`src/rtl/ram_pkg.sv`:
```
// ram_pkg: shared types and helpers for the RAM copy/fill engine.
//   ram_copy_mode_t  - command mode (COPY reads a source range, FILL writes a pattern)
//   ram_copy_state_t - engine FSM states
//   wrap_inc         - address increment modulo the RAM depth
package ram_pkg;

    typedef enum logic {
        COPY = 1'b0,
        FILL = 1'b1
    } ram_copy_mode_t;

    typedef enum logic [1:0] {
        IDLE  = 2'd0,
        READ  = 2'd1,
        WRITE = 2'd2,
        DONE  = 2'd3
    } ram_copy_state_t;

    // Next address after 'addr' in a RAM of 'depth' words; DEPTH-1 wraps to 0.
    function automatic int unsigned wrap_inc(input int unsigned addr, input int unsigned depth);
        return (addr + 1 >= depth) ? 0 : addr + 1;
    endfunction

endpackage

```
`src/rtl/ram_copy_engine_if.sv`:
```
// ram_copy_engine_if: valid/ready read and write ports between the copy engine and a `ram`.
//   master - engine side: drives requests, addresses and write data
//   slave  - RAM side: drives ready strobes and read data
// Read data is valid in the same cycle read_ready is high.
interface ram_copy_engine_if #(
    parameter int unsigned WIDTH = 8,
    parameter int unsigned DEPTH = 8
);
    localparam int unsigned AW = $clog2(DEPTH);

    logic             read_vaild;
    logic             read_ready;
    logic [AW-1:0]    read_address;
    logic [WIDTH-1:0] read_data;

    logic             write_vaild;
    logic             write_ready;
    logic [AW-1:0]    write_address;
    logic [WIDTH-1:0] write_data;

    modport master (
        output read_vaild,
        output read_address,
        input  read_ready,
        input  read_data,
        output write_vaild,
        output write_address,
        output write_data,
        input  write_ready
    );

    modport slave (
        input  read_vaild,
        input  read_address,
        output read_ready,
        output read_data,
        input  write_vaild,
        input  write_address,
        input  write_data,
        output write_ready
    );

endinterface

```
`src/rtl/ram_copy_engine.sv`:
```
// ram_copy_engine: moves a block of words inside one RAM instance on a single command.
//   COPY: reads source_address.. and writes destination_address.. in ascending order.
//   FILL: writes fill_data to destination_address..
// Ports:
//   clock, reset           - rising-edge clock, asynchronous active-low reset
//   start, mode            - command strobe (ignored while busy) and COPY/FILL select
//   source_address,
//   destination_address    - first source / destination word (both wrap modulo DEPTH)
//   length                 - word count, values above DEPTH are clamped to DEPTH
//   fill_data              - FILL pattern
//   abort                  - level; stops the command after the current write beat
//   busy, done, aborted    - status; done pulses one cycle, aborted valid with done
//   count                  - words written in the current / last command
//   mem_bus                - read/write request ports to the RAM (master side)
// All outputs are registered.
module ram_copy_engine
    import ram_pkg::*;
#(
    parameter  int unsigned WIDTH = 8,
    parameter  int unsigned DEPTH = 8,
    localparam int unsigned AW    = $clog2(DEPTH)
) (
    input  logic             clock,
    input  logic             reset,

    input  logic             start,
    input  logic             mode,
    input  logic [AW-1:0]    source_address,
    input  logic [AW-1:0]    destination_address,
    input  logic [AW:0]      length,
    input  logic [WIDTH-1:0] fill_data,
    input  logic             abort,

    output logic             busy,
    output logic             done,
    output logic             aborted,
    output logic [AW:0]      count,

    ram_copy_engine_if.master mem_bus
);

    localparam logic [AW:0] LenMax = (AW + 1)'(DEPTH);
    localparam logic [AW:0] LenOne = (AW + 1)'(1);

    ram_copy_state_t state;
    ram_copy_mode_t  mode_q;
    logic [AW-1:0]   src_q;
    logic [AW-1:0]   dst_q;
    logic [AW:0]     remaining_q;
    // Abort seen during a READ; honoured once the word already read is written.
    logic            abort_q;

    logic [AW:0]     len_clamped;
    logic [AW-1:0]   src_next;
    logic [AW-1:0]   dst_next;
    ram_copy_mode_t  mode_in;

    always_comb begin
        len_clamped = (length > LenMax) ? LenMax : length;
        src_next    = AW'(wrap_inc(32'(src_q), DEPTH));
        dst_next    = AW'(wrap_inc(32'(dst_q), DEPTH));
        mode_in     = ram_copy_mode_t'(mode);
    end

    always_ff @(posedge clock or negedge reset) begin
        if (!reset) begin
            state                 <= IDLE;
            mode_q                <= COPY;
            src_q                 <= '0;
            dst_q                 <= '0;
            remaining_q           <= '0;
            abort_q               <= 1'b0;
            busy                  <= 1'b0;
            done                  <= 1'b0;
            aborted               <= 1'b0;
            count                 <= '0;
            mem_bus.read_vaild    <= 1'b0;
            mem_bus.read_address  <= '0;
            mem_bus.write_vaild   <= 1'b0;
            mem_bus.write_address <= '0;
            mem_bus.write_data    <= '0;
        end else begin
            unique case (state)
                IDLE: begin
                    done <= 1'b0;
                    if (start) begin
                        mode_q      <= mode_in;
                        src_q       <= source_address;
                        dst_q       <= destination_address;
                        remaining_q <= len_clamped;
                        count       <= '0;
                        aborted     <= 1'b0;
                        abort_q     <= 1'b0;
                        busy        <= 1'b1;
                        if (len_clamped == '0) begin
                            state <= DONE;
                        end else if (mode_in == FILL) begin
                            // write_data doubles as the data register.
                            mem_bus.write_vaild   <= 1'b1;
                            mem_bus.write_address <= destination_address;
                            mem_bus.write_data    <= fill_data;
                            state                 <= WRITE;
                        end else begin
                            mem_bus.read_vaild   <= 1'b1;
                            mem_bus.read_address <= source_address;
                            state                <= READ;
                        end
                    end
                end

                READ: begin
                    if (abort) begin
                        abort_q <= 1'b1;
                    end
                    if (mem_bus.read_ready) begin
                        mem_bus.read_vaild    <= 1'b0;
                        mem_bus.write_data    <= mem_bus.read_data;
                        mem_bus.write_vaild   <= 1'b1;
                        mem_bus.write_address <= dst_q;
                        state                 <= WRITE;
                    end
                end

                WRITE: begin
                    if (mem_bus.write_ready) begin
                        count       <= count + 1'b1;
                        remaining_q <= remaining_q - 1'b1;
                        src_q       <= src_next;
                        dst_q       <= dst_next;
                        if (remaining_q == LenOne) begin
                            // Last word wins over a late abort: the command completed.
                            abort_q             <= 1'b0;
                            mem_bus.write_vaild <= 1'b0;
                            state               <= DONE;
                        end else if (abort || abort_q) begin
                            abort_q             <= 1'b1;
                            mem_bus.write_vaild <= 1'b0;
                            state               <= DONE;
                        end else if (mode_q == FILL) begin
                            mem_bus.write_address <= dst_next;
                        end else begin
                            mem_bus.write_vaild  <= 1'b0;
                            mem_bus.read_vaild   <= 1'b1;
                            mem_bus.read_address <= src_next;
                            state                <= READ;
                        end
                    end
                end

                DONE: begin
                    // Registered outputs: the done pulse is visible the cycle after DONE.
                    busy    <= 1'b0;
                    done    <= 1'b1;
                    aborted <= abort_q;
                    state   <= IDLE;
                end

                default: begin
                    state <= IDLE;
                end
            endcase
        end
    end

endmodule

```
`src/flat_wrapper.sv`:
```
// flat-port wrapper written by rule: the top's interface ports become plain ports
module ram_copy_engine_flat import ram_pkg::*;
#(
    parameter  int unsigned WIDTH = 8,
    parameter  int unsigned DEPTH = 8,
    localparam int unsigned AW    = $clog2(DEPTH)
)
  (clock, reset, start, mode, source_address, destination_address, length, fill_data, abort, busy, done, aborted, count, mem_bus_read_vaild, mem_bus_read_address, mem_bus_read_ready, mem_bus_read_data, mem_bus_write_vaild, mem_bus_write_address, mem_bus_write_data, mem_bus_write_ready);
  ram_copy_engine_if #(.WIDTH(WIDTH), .DEPTH(DEPTH)) mem_bus_i ();
  input  logic clock;
  input  logic reset;
  input  logic start;
  input  logic mode;
  input  logic [AW-1:0] source_address;
  input  logic [AW-1:0] destination_address;
  input  logic [AW:0] length;
  input  logic [WIDTH-1:0] fill_data;
  input  logic abort;
  output logic busy;
  output logic done;
  output logic aborted;
  output logic [AW:0] count;
  output wire logic [$bits(mem_bus_i.read_vaild)-1:0] mem_bus_read_vaild;
  output wire logic [$bits(mem_bus_i.read_address)-1:0] mem_bus_read_address;
  input wire logic [$bits(mem_bus_i.read_ready)-1:0] mem_bus_read_ready;
  input wire logic [$bits(mem_bus_i.read_data)-1:0] mem_bus_read_data;
  output wire logic [$bits(mem_bus_i.write_vaild)-1:0] mem_bus_write_vaild;
  output wire logic [$bits(mem_bus_i.write_address)-1:0] mem_bus_write_address;
  output wire logic [$bits(mem_bus_i.write_data)-1:0] mem_bus_write_data;
  input wire logic [$bits(mem_bus_i.write_ready)-1:0] mem_bus_write_ready;
  assign mem_bus_read_vaild = mem_bus_i.read_vaild;
  assign mem_bus_read_address = mem_bus_i.read_address;
  assign mem_bus_i.read_ready = mem_bus_read_ready;
  assign mem_bus_i.read_data = mem_bus_read_data;
  assign mem_bus_write_vaild = mem_bus_i.write_vaild;
  assign mem_bus_write_address = mem_bus_i.write_address;
  assign mem_bus_write_data = mem_bus_i.write_data;
  assign mem_bus_i.write_ready = mem_bus_write_ready;
  ram_copy_engine #(.WIDTH(WIDTH), .DEPTH(DEPTH)) u_core (.clock(clock), .reset(reset), .start(start), .mode(mode), .source_address(source_address), .destination_address(destination_address), .length(length), .fill_data(fill_data), .abort(abort), .busy(busy), .done(done), .aborted(aborted), .count(count), .mem_bus(mem_bus_i));
endmodule
```
`config.mk`:
```
export PLATFORM = sky130hd
export DESIGN_NAME = ram_copy_engine_flat
export DESIGN_NICKNAME = d
export VERILOG_FILES = /design/src/rtl/ram_pkg.sv /design/src/rtl/ram_copy_engine_if.sv /design/src/rtl/ram_copy_engine.sv /design/src/flat_wrapper.sv
export SDC_FILE = /design/constraint.sdc
export NUM_CORES = 1
export LEC_CHECK = 0
export ABC_AREA = 1
export CORE_AREA = 4 4 73 75
export CTS_CLUSTER_SIZE = 25
export DETAILED_ROUTE_END_ITERATION = 8
export DIE_AREA = 0 0 77 79
export PLACE_DENSITY = 0.81
export SYNTH_ARGS = -nofsm -noshare
export SYNTH_HDL_FRONTEND = slang
export SYNTH_SLANG_ARGS = --single-unit
```
`constraint.sdc`:
```
create_clock -name clock -period 2.83 [get_ports clock]
set_input_delay 0.849 -clock clock [delete_from_list [all_inputs] [get_ports clock]]
set_output_delay 0.849 -clock clock [all_outputs]
set_load 0.005 [all_outputs]
```
==> impl_results.md <==
- Hold Path Cell Cnt: 2
- Fraction of layout cells with a size suffix above 1: 10.42%
- R2R Path End: u_core.remaining_q[2]$_DFFE_PN0P_
- CTS resizes: 0
- Height of the chip: 79 um
- CTS buffer count: 5
- Wire per inst: 13.27 um
- Die area: 6083 um^2
- Worst setup margin: 0.6875 ns
- Syn nets: 323
- Clock tree buffer depth: 2
- Max_slew headroom: 45.52%
- DP Worst Slack: 0.4869 ns
- WP data required: 1.98 ns
- Clock tree sinks: 37
- Port-buffer cells: 55
- Die width: 77 um
- Arrival @ worst endpoint: 1.29 ns
- Design area: 2897 um^2
- Crit path capture type: output port
- Gpl congestion: 0.8210
- CORE AREA: 4661 um^2
- Pleak: 1.405 nW
- Initial antenna violation count: 0
- Final period util: 75.71%
- H-tree levels: 2
- Worst Reg-to-Reg Cells: 9
- Post-DP HPWL: 3979 um
- Clk pin slew, worst setup/hold paths: 0.07 ns
- Crit path kind: flop to output port
- GRT Total Usage: 18.44%
- Initial Util: 48.67%
- Synth Cell Area: 2268 um^2
- Setup Viol. Count Final: 0
- Core Rows: 25
- Final min period: 2.143 ns
- Core Util, Final: 62.15%
- Least-Margin Pin Slew: 0.8172 ns
- TritonCTS clock tree: built
- Sequential fraction of the synthesis area: 40.82%
- Worst Hold Endpoint: u_core.mem_bus.write_data[7]$_DFFE_PN0P_
- CP max FO: 5
- PD cells: 1106 nW/um^2
- Reg2reg setup slack: 0.83 ns
- Worst skew pair latency: 0.29 ns
- Post-synthesis register bit count: 37
- Hold crit path type: flop to flop
- Drt total wl: 5177 um
- Slowest CP cell: clkdlybuf4s50_1
- Avg Inst Size Synth: 8.073 um^2
- ANT nets after route: 0
- Vias: 1989
- Hold Crit Start: u_core.mem_bus.write_data[7]$_DFFE_PN0P_
- Router iterations before antenna repair: 4
- Nets: 379
- RR Startpoint: u_core.state[0]$_DFFE_PN0P_
- Clk root buf: clkbuf_8
- DR DRC count: 0
- Hold_buf cts: 0
- Peak supply drop: 0.0005614 V
- Commonest cells after routing, fill and taps aside: 88 x nand2_1, 54 x clkdlybuf4s50_1, 37 x dfrtp_1, 27 x inv_1, 23 x nor2_1
- First-pass GRT wire length: 8956 um
- Ant diodes: 0
- F_max: 466.7 MHz
- Via-to-Cell Ratio: 5.100
- DR iter-0 viols: 136
- Placement Cell Area: 2823 um^2
- CP delay by family, top: buffers and inverters
- Largest net degree at the start of global routing: 38
- Final hold violation count: 0
- Distinct cells, synth: 34
- Synthesized instance count: 281
- Maxcap violations: 0
- Status: finished, final reports clean
- Max-slew violation count: 0
- Startpoint types: flop
- IO Count: 56
- Setup tns final: 0 ns
- Post-CTS Setup Bufs: 0
- Synth Warn #: 0
- Commonest non-fill, non-tap cell in the layout: nand2_1
- Gr ovfl total: 0
- Worst-path cell chain: clkdlybuf4s50_1
- CP peak stage delay: 0.55 ns
- Sum of buffers and inverters on the critical path: 1
- RSZ-0062 raised after global routing: false
- Worst Clk Skew: 0.005865 ns
- Vias in the first global route: 1986
- Syn-to-layout area delta: 27.69%
worst max-delay path by stage:
stage	end	startpoint	cells past startpoint	slack [ns]
final	count[0]	u_core.count[0]$_DFFE_PN0P_	1	0.69
after global routing	u_core.mem_bus.read_address[0]$_DFFE_PN0P_	u_core.state[0]$_DFFE_PN0P_	8	0.60
after CTS	count[0]	u_core.count[0]$_DFFE_PN0P_	1	0.68
after detailed placement	u_core.mem_bus.read_address[0]$_DFFE_PN0P_	start	9	0.49
after global placement	u_core.mem_bus.read_address[2]$_DFFE_PN0P_	start	9	0.56
after floorplan	u_core.count[2]$_DFFE_PN0P_	start	7	1.20
cell families after synthesis:
kind of cell | Yosys count | synth area share (%)
AOI/OAI and AO/OA | 44 | 11.97
xor gates and xnor gates | 5 | 1.930
buffers and inverters | 38 | 8.163
adders and majority gates | 9 | 4.964
and+or+nand+nor | 140 | 28.63
muxes | 8 | 3.530
DFF | 37 | 40.82
per-layer routing:
layer  GRT usage (%)  up-vias  share of wire, %
met1           22.43      908                43
met3           5.329       10               6.4
met4           7.473        0               2.2
li1                -     1011                 -
met2           30.84       60                49
met5               0        -                 0
power by group:
part	internal, W	switching (W)
sequential	0.000776	0.000187
clock	0.000162	0.000176
combinational	0.000819	0.00109
total	0.00176	0.00145
Yosys cell counts:
cell	number	share of area [%]
buf_6	3	1.5
nand2_8	1	0.88
o31ai_2	1	0.55
buf_2	2	0.44
nor2_2	1	0.28
buf_4	1	0.33
nor2_8	1	0.88
o21ai_0	19	4.2
o21ai_1	2	0.44
ha_1	9	5.0
o22ai_1	1	0.28
inv_1	27	4.5
nor2_1	23	3.8
o31ai_1	1	0.33
buf_8	1	0.66
a21oi_1	8	1.8
dfrtp_1	37	41
xor2_1	1	0.39
inv_2	3	0.50
nand3_1	14	3.1
nand2_1	88	15
mux2i_1	8	3.5
o21ai_2	10	3.9
nor2_4	1	0.50
nand4_4	1	0.94
nand2_2	4	1.1
nand3b_1	1	0.33
a31oi_1	2	0.55
xnor2_1	4	1.5
nand3_4	1	0.77
nand2_4	1	0.50
nand4_1	2	0.55
inv_4	1	0.28
nand3_2	1	0.44
registers in the layout (all words and copies together), names as in the netlist, 2 cells and up:
name and count:
u_core.mem_bus.write_address 3, u_core.src_q 3, u_core.mem_bus.write_data 8, u_core.count 4, u_core.state 2, u_core.dst_q 3
u_core.mem_bus.read_address 3, u_core.remaining_q 4
area by class of cell:
| cell class | count | area, um^2 |
|---|---|---|
| fillers | 407 | 1764 |
| multi-input cells | 206 | 1157 |
| clock buffers | 5 | 68.82 |
| flip-flops and latches | 37 | 925.9 |
| well taps | 54 | 67.56 |
| clock inverters | 1 | 5.005 |
| inverters | 31 | 118.9 |
| repair buffers | 56 | 553.0 |
stage by stage:
stage | cells | hold slack [ns] | power, W
2_1_floorplan | 281 | 0.4636 | 0.002322
3_3_place_gp | 384 | 0.4633 | 0.002826
3_5_place_dp | 384 | 0.4743 | 0.002884
4_1_cts | 390 | 0.4899 | 0.003233
5_1_grt | 390 | 0.5108 | 0.003526
6_report | 390 | 0.4848 | 0.003205
worst register-to-register path: cells and delay by family (launching register included):
family,cells,cell delay [ns]
adder cells (fa/ha/maj),1,0.52
buffers and inverters,3,0.49
flip-flops,1,0.41
AO/OA/AOI/OAI,2,0.16
AND/OR/NAND/NOR,3,0.31
No activity file was read; power rests on OpenSTA's default activity.
==> patch (same settings) <==
`DEPTH` is set to 8 in 3 places; all go to 4.
--- a/src/rtl/ram_copy_engine_if.sv
+++ b/src/rtl/ram_copy_engine_if.sv
@@ -5,5 +5,5 @@
 interface ram_copy_engine_if #(
     parameter int unsigned WIDTH = 8,
-    parameter int unsigned DEPTH = 8
+    parameter int unsigned DEPTH = 4
 );
     localparam int unsigned AW = $clog2(DEPTH);
--- a/src/rtl/ram_copy_engine.sv
+++ b/src/rtl/ram_copy_engine.sv
@@ -18,5 +18,5 @@
 #(
     parameter  int unsigned WIDTH = 8,
-    parameter  int unsigned DEPTH = 8,
+    parameter  int unsigned DEPTH = 4,
     localparam int unsigned AW    = $clog2(DEPTH)
 ) (
--- a/src/flat_wrapper.sv
+++ b/src/flat_wrapper.sv
@@ -3,5 +3,5 @@
 #(
     parameter  int unsigned WIDTH = 8,
-    parameter  int unsigned DEPTH = 8,
+    parameter  int unsigned DEPTH = 4,
     localparam int unsigned AW    = $clog2(DEPTH)
 )
Ports: changed (6 resized); port bits go from 56 to 50. The function was not compared with the original's and may differ.
==> patch against the unedited design <==
  * Power fell by 15%
  * Combinational power fell by 16%
  * Count of clock-buffer cells in the layout rose by 2
  * Die area did not move
  * Synthesized area fell by 20%
  * Sequential cell count fell by 6
  * Wire length fell by 17%
  * Global-route usage fell by 3.0 points
  * Synthesized cell count fell by 19%
  * Final cell count fell by 14%
  * Setup slack improved by 43 ps
  * Critical path type is now in -> reg
  * First-iteration DRC count fell by 38%
  * Sequential power fell by 18%
  * Final area fell by 15%
==> patch: results (changes against the unedited design) <==
.. list-table::
   :header-rows: 1

   * - Metric
     - Value
   * - Count of port buffers added during placement
     - 49 (was 55)
   * - Cells after DPL
     - 329 (was 384)
   * - Critical Path Start
     - start (was u_core.count[0])
   * - Worst vdd ir
     - 0.000745 V (was 0.000561 V)
   * - Crit path arrival time
     - 2270 ps (was 1290 ps)
   * - Post-cts repair resize count
     - 0 (unchanged)
   * - List of most frequent post-synthesis cells
     - sky130_fd_sc_hd__nand2_1, sky130_fd_sc_hd__dfrtp_1, sky130_fd_sc_hd__inv_1, sky130_fd_sc_hd__nand3_1, sky130_fd_sc_hd__o21ai_0 (was sky130_fd_sc_hd__nand2_1, sky130_fd_sc_hd__dfrtp_1, sky130_fd_sc_hd__inv_1, sky130_fd_sc_hd__nor2_1, sky130_fd_sc_hd__o21ai_0)
   * - Non-filler cells in the finished layout
     - 337 (was 390)
   * - Aggregate routed wire length
     - 4.28 mm (was 5.18 mm)
   * - Largest stage delay, worst path
     - 490 ps (was 550 ps)
   * - Mean area per synthesized cell
     - 8.01 sq um (was 8.07 sq um)
   * - Final-layout fill cell count
     - 418 (was 407)
   * - Vias in the first global route
     - 1,613 (was 1,986)
   * - Worst Reg2Reg Path Length in Cells
     - 8 (was 9)
   * - Top Registers
     - u_core.mem_bus.write_data: 8 flops, u_core.count: 3 flops, u_core.remaining_q: 3 flops (was u_core.mem_bus.write_data: 8 flops, u_core.count: 4 flops, u_core.remaining_q: 4 flops)
   * - GP Congestion
     - 0.881 (was 0.821)
   * - GRT Util Overall
     - 15.4% (was 18.4%)
   * - Critical path destination
     - u_core.mem_bus.read_address[1] (was count[0])
   * - Worst slew margin relative to its limit
     - 73.5% (was 45.5%)
   * - Sequential share of the synthesized area
     - 42.6% (was 40.8%)
   * - Setup slack of the worst register-to-register path
     - 980 ps (was 830 ps)
   * - Final nets
     - 322 (was 379)
   * - Drt first-iter violations
     - 84 (was 136)
   * - Pin count of the biggest net entering global routing
     - 32 (was 38)
   * - Post-route setup slack
     - 731 ps (was 687 ps)
   * - Unique cell type count in the Yosys netlist
     - 26 (was 34)
   * - Placed wire-length estimate
     - 3.37 mm (was 3.98 mm)
   * - First-pass GRT wire length
     - 7.47 mm (was 8.96 mm)
   * - Nets in the synthesized netlist
     - 267 (was 323)
   * - Skew final
     - 1.84 ps (was 5.86 ps)
   * - Gate family responsible for the most delay along the worst path
     - simple AND/OR/NAND/NOR gates (was buffers and inverters)
   * - Post-placement cell area
     - 2370 sq um (was 2820 sq um)
   * - Endpoint of the most critical register-to-register path
     - u_core.mem_bus.read_address[1] (was u_core.remaining_q[2])
   * - Outcome
     - finished, final reports clean (unchanged)
   * - Leading post-synthesis cells by cell area
     - sky130_fd_sc_hd__dfrtp_1, sky130_fd_sc_hd__nand2_1, sky130_fd_sc_hd__ha_1 (unchanged)
[patch: changes by cell type after synthesis, moves of 3 or more]
cell / before / now
sky130_fd_sc_hd__dfrtp_1: 37 / 31
sky130_fd_sc_hd__nand3_1: 14 / 18
sky130_fd_sc_hd__a21oi_1: 8 / 5
sky130_fd_sc_hd__nand2_1: 88 / 75
sky130_fd_sc_hd__xnor2_1: 4 / 1
sky130_fd_sc_hd__nor2_1: 23 / 13
sky130_fd_sc_hd__inv_1: 27 / 21
[patch: where the power goes]
group | leakage (nW) | total, W | switching [W] | internal (W)
registers | 0.387 | 0.000791 | 0.000133 | 0.000658
clock network | 0.0422 | 0.000330 | 0.000157 | 0.000172
logic | 0.765 | 0.00160 | 0.000901 | 0.000698
total | 1.19 | 0.00272 | 0.00119 | 0.00153
[patch: cell type report]
cell class	instances	area, sq um	share of cell area (%)
multi-input cells	168	923	37.6
clock inverters	1	5.00	0.204
flip-flops and latches	31	776	31.6
repair buffers	53	520	21.2
clock buffers	7	76.3	3.11
well taps	54	67.6	2.75
inverters	23	86.3	3.52
[patch: cell families after synthesis]
kind of cell | share of synthesized area (%)
compound gates | 12.4
xor+xnor | 0.482
fa+ha+maj | 6.88
buf+inv | 6.60
flops | 42.6
mux | 4.40
simple gates | 26.5
[patch: tightest hold or removal path: stages (launching register included)]
cell                      delay (ps)
sky130_fd_sc_hd__dfrtp_1         340
sky130_fd_sc_hd__nand2_1          60
sky130_fd_sc_hd__o21ai_2          50
[patch: worst min path at each step]
stage | from | endpoint | slack [ps] | depth (start not counted)
finish | u_core.mem_bus.write_data[3] | u_core.mem_bus.write_data[3] | 480 | 2
global route | u_core.mem_bus.read_vaild | u_core.mem_bus.read_vaild | 500 | 2
CTS | u_core.mem_bus.read_vaild | u_core.mem_bus.read_vaild | 480 | 2
detailed placement | u_core.mem_bus.read_vaild | u_core.mem_bus.read_vaild | 460 | 2
global placement | u_core.mem_bus.write_address[1] | u_core.mem_bus.write_address[1] | 460 | 2
floorplan | u_core.src_q[1] | u_core.src_q[1] | 450 | 2
[patch: per-layer routing]
| layer | GRT usage (%) | share of wire (%) |
|---|---|---|
| met3 | 3.63 | 5.3 |
| met2 | 24.2 | 47 |
| met5 | 0 | 0 |
| met4 | 5.34 | 1.5 |
| met1 | 20.9 | 46 |
[patch: stage by stage]
stage	hold slack [ps]	util [%]
floorplan	453	-
global placement	461	50.9
detailed placement	465	50.9
CTS	480	52.7
global route	500	52.7
finish	479	52.7
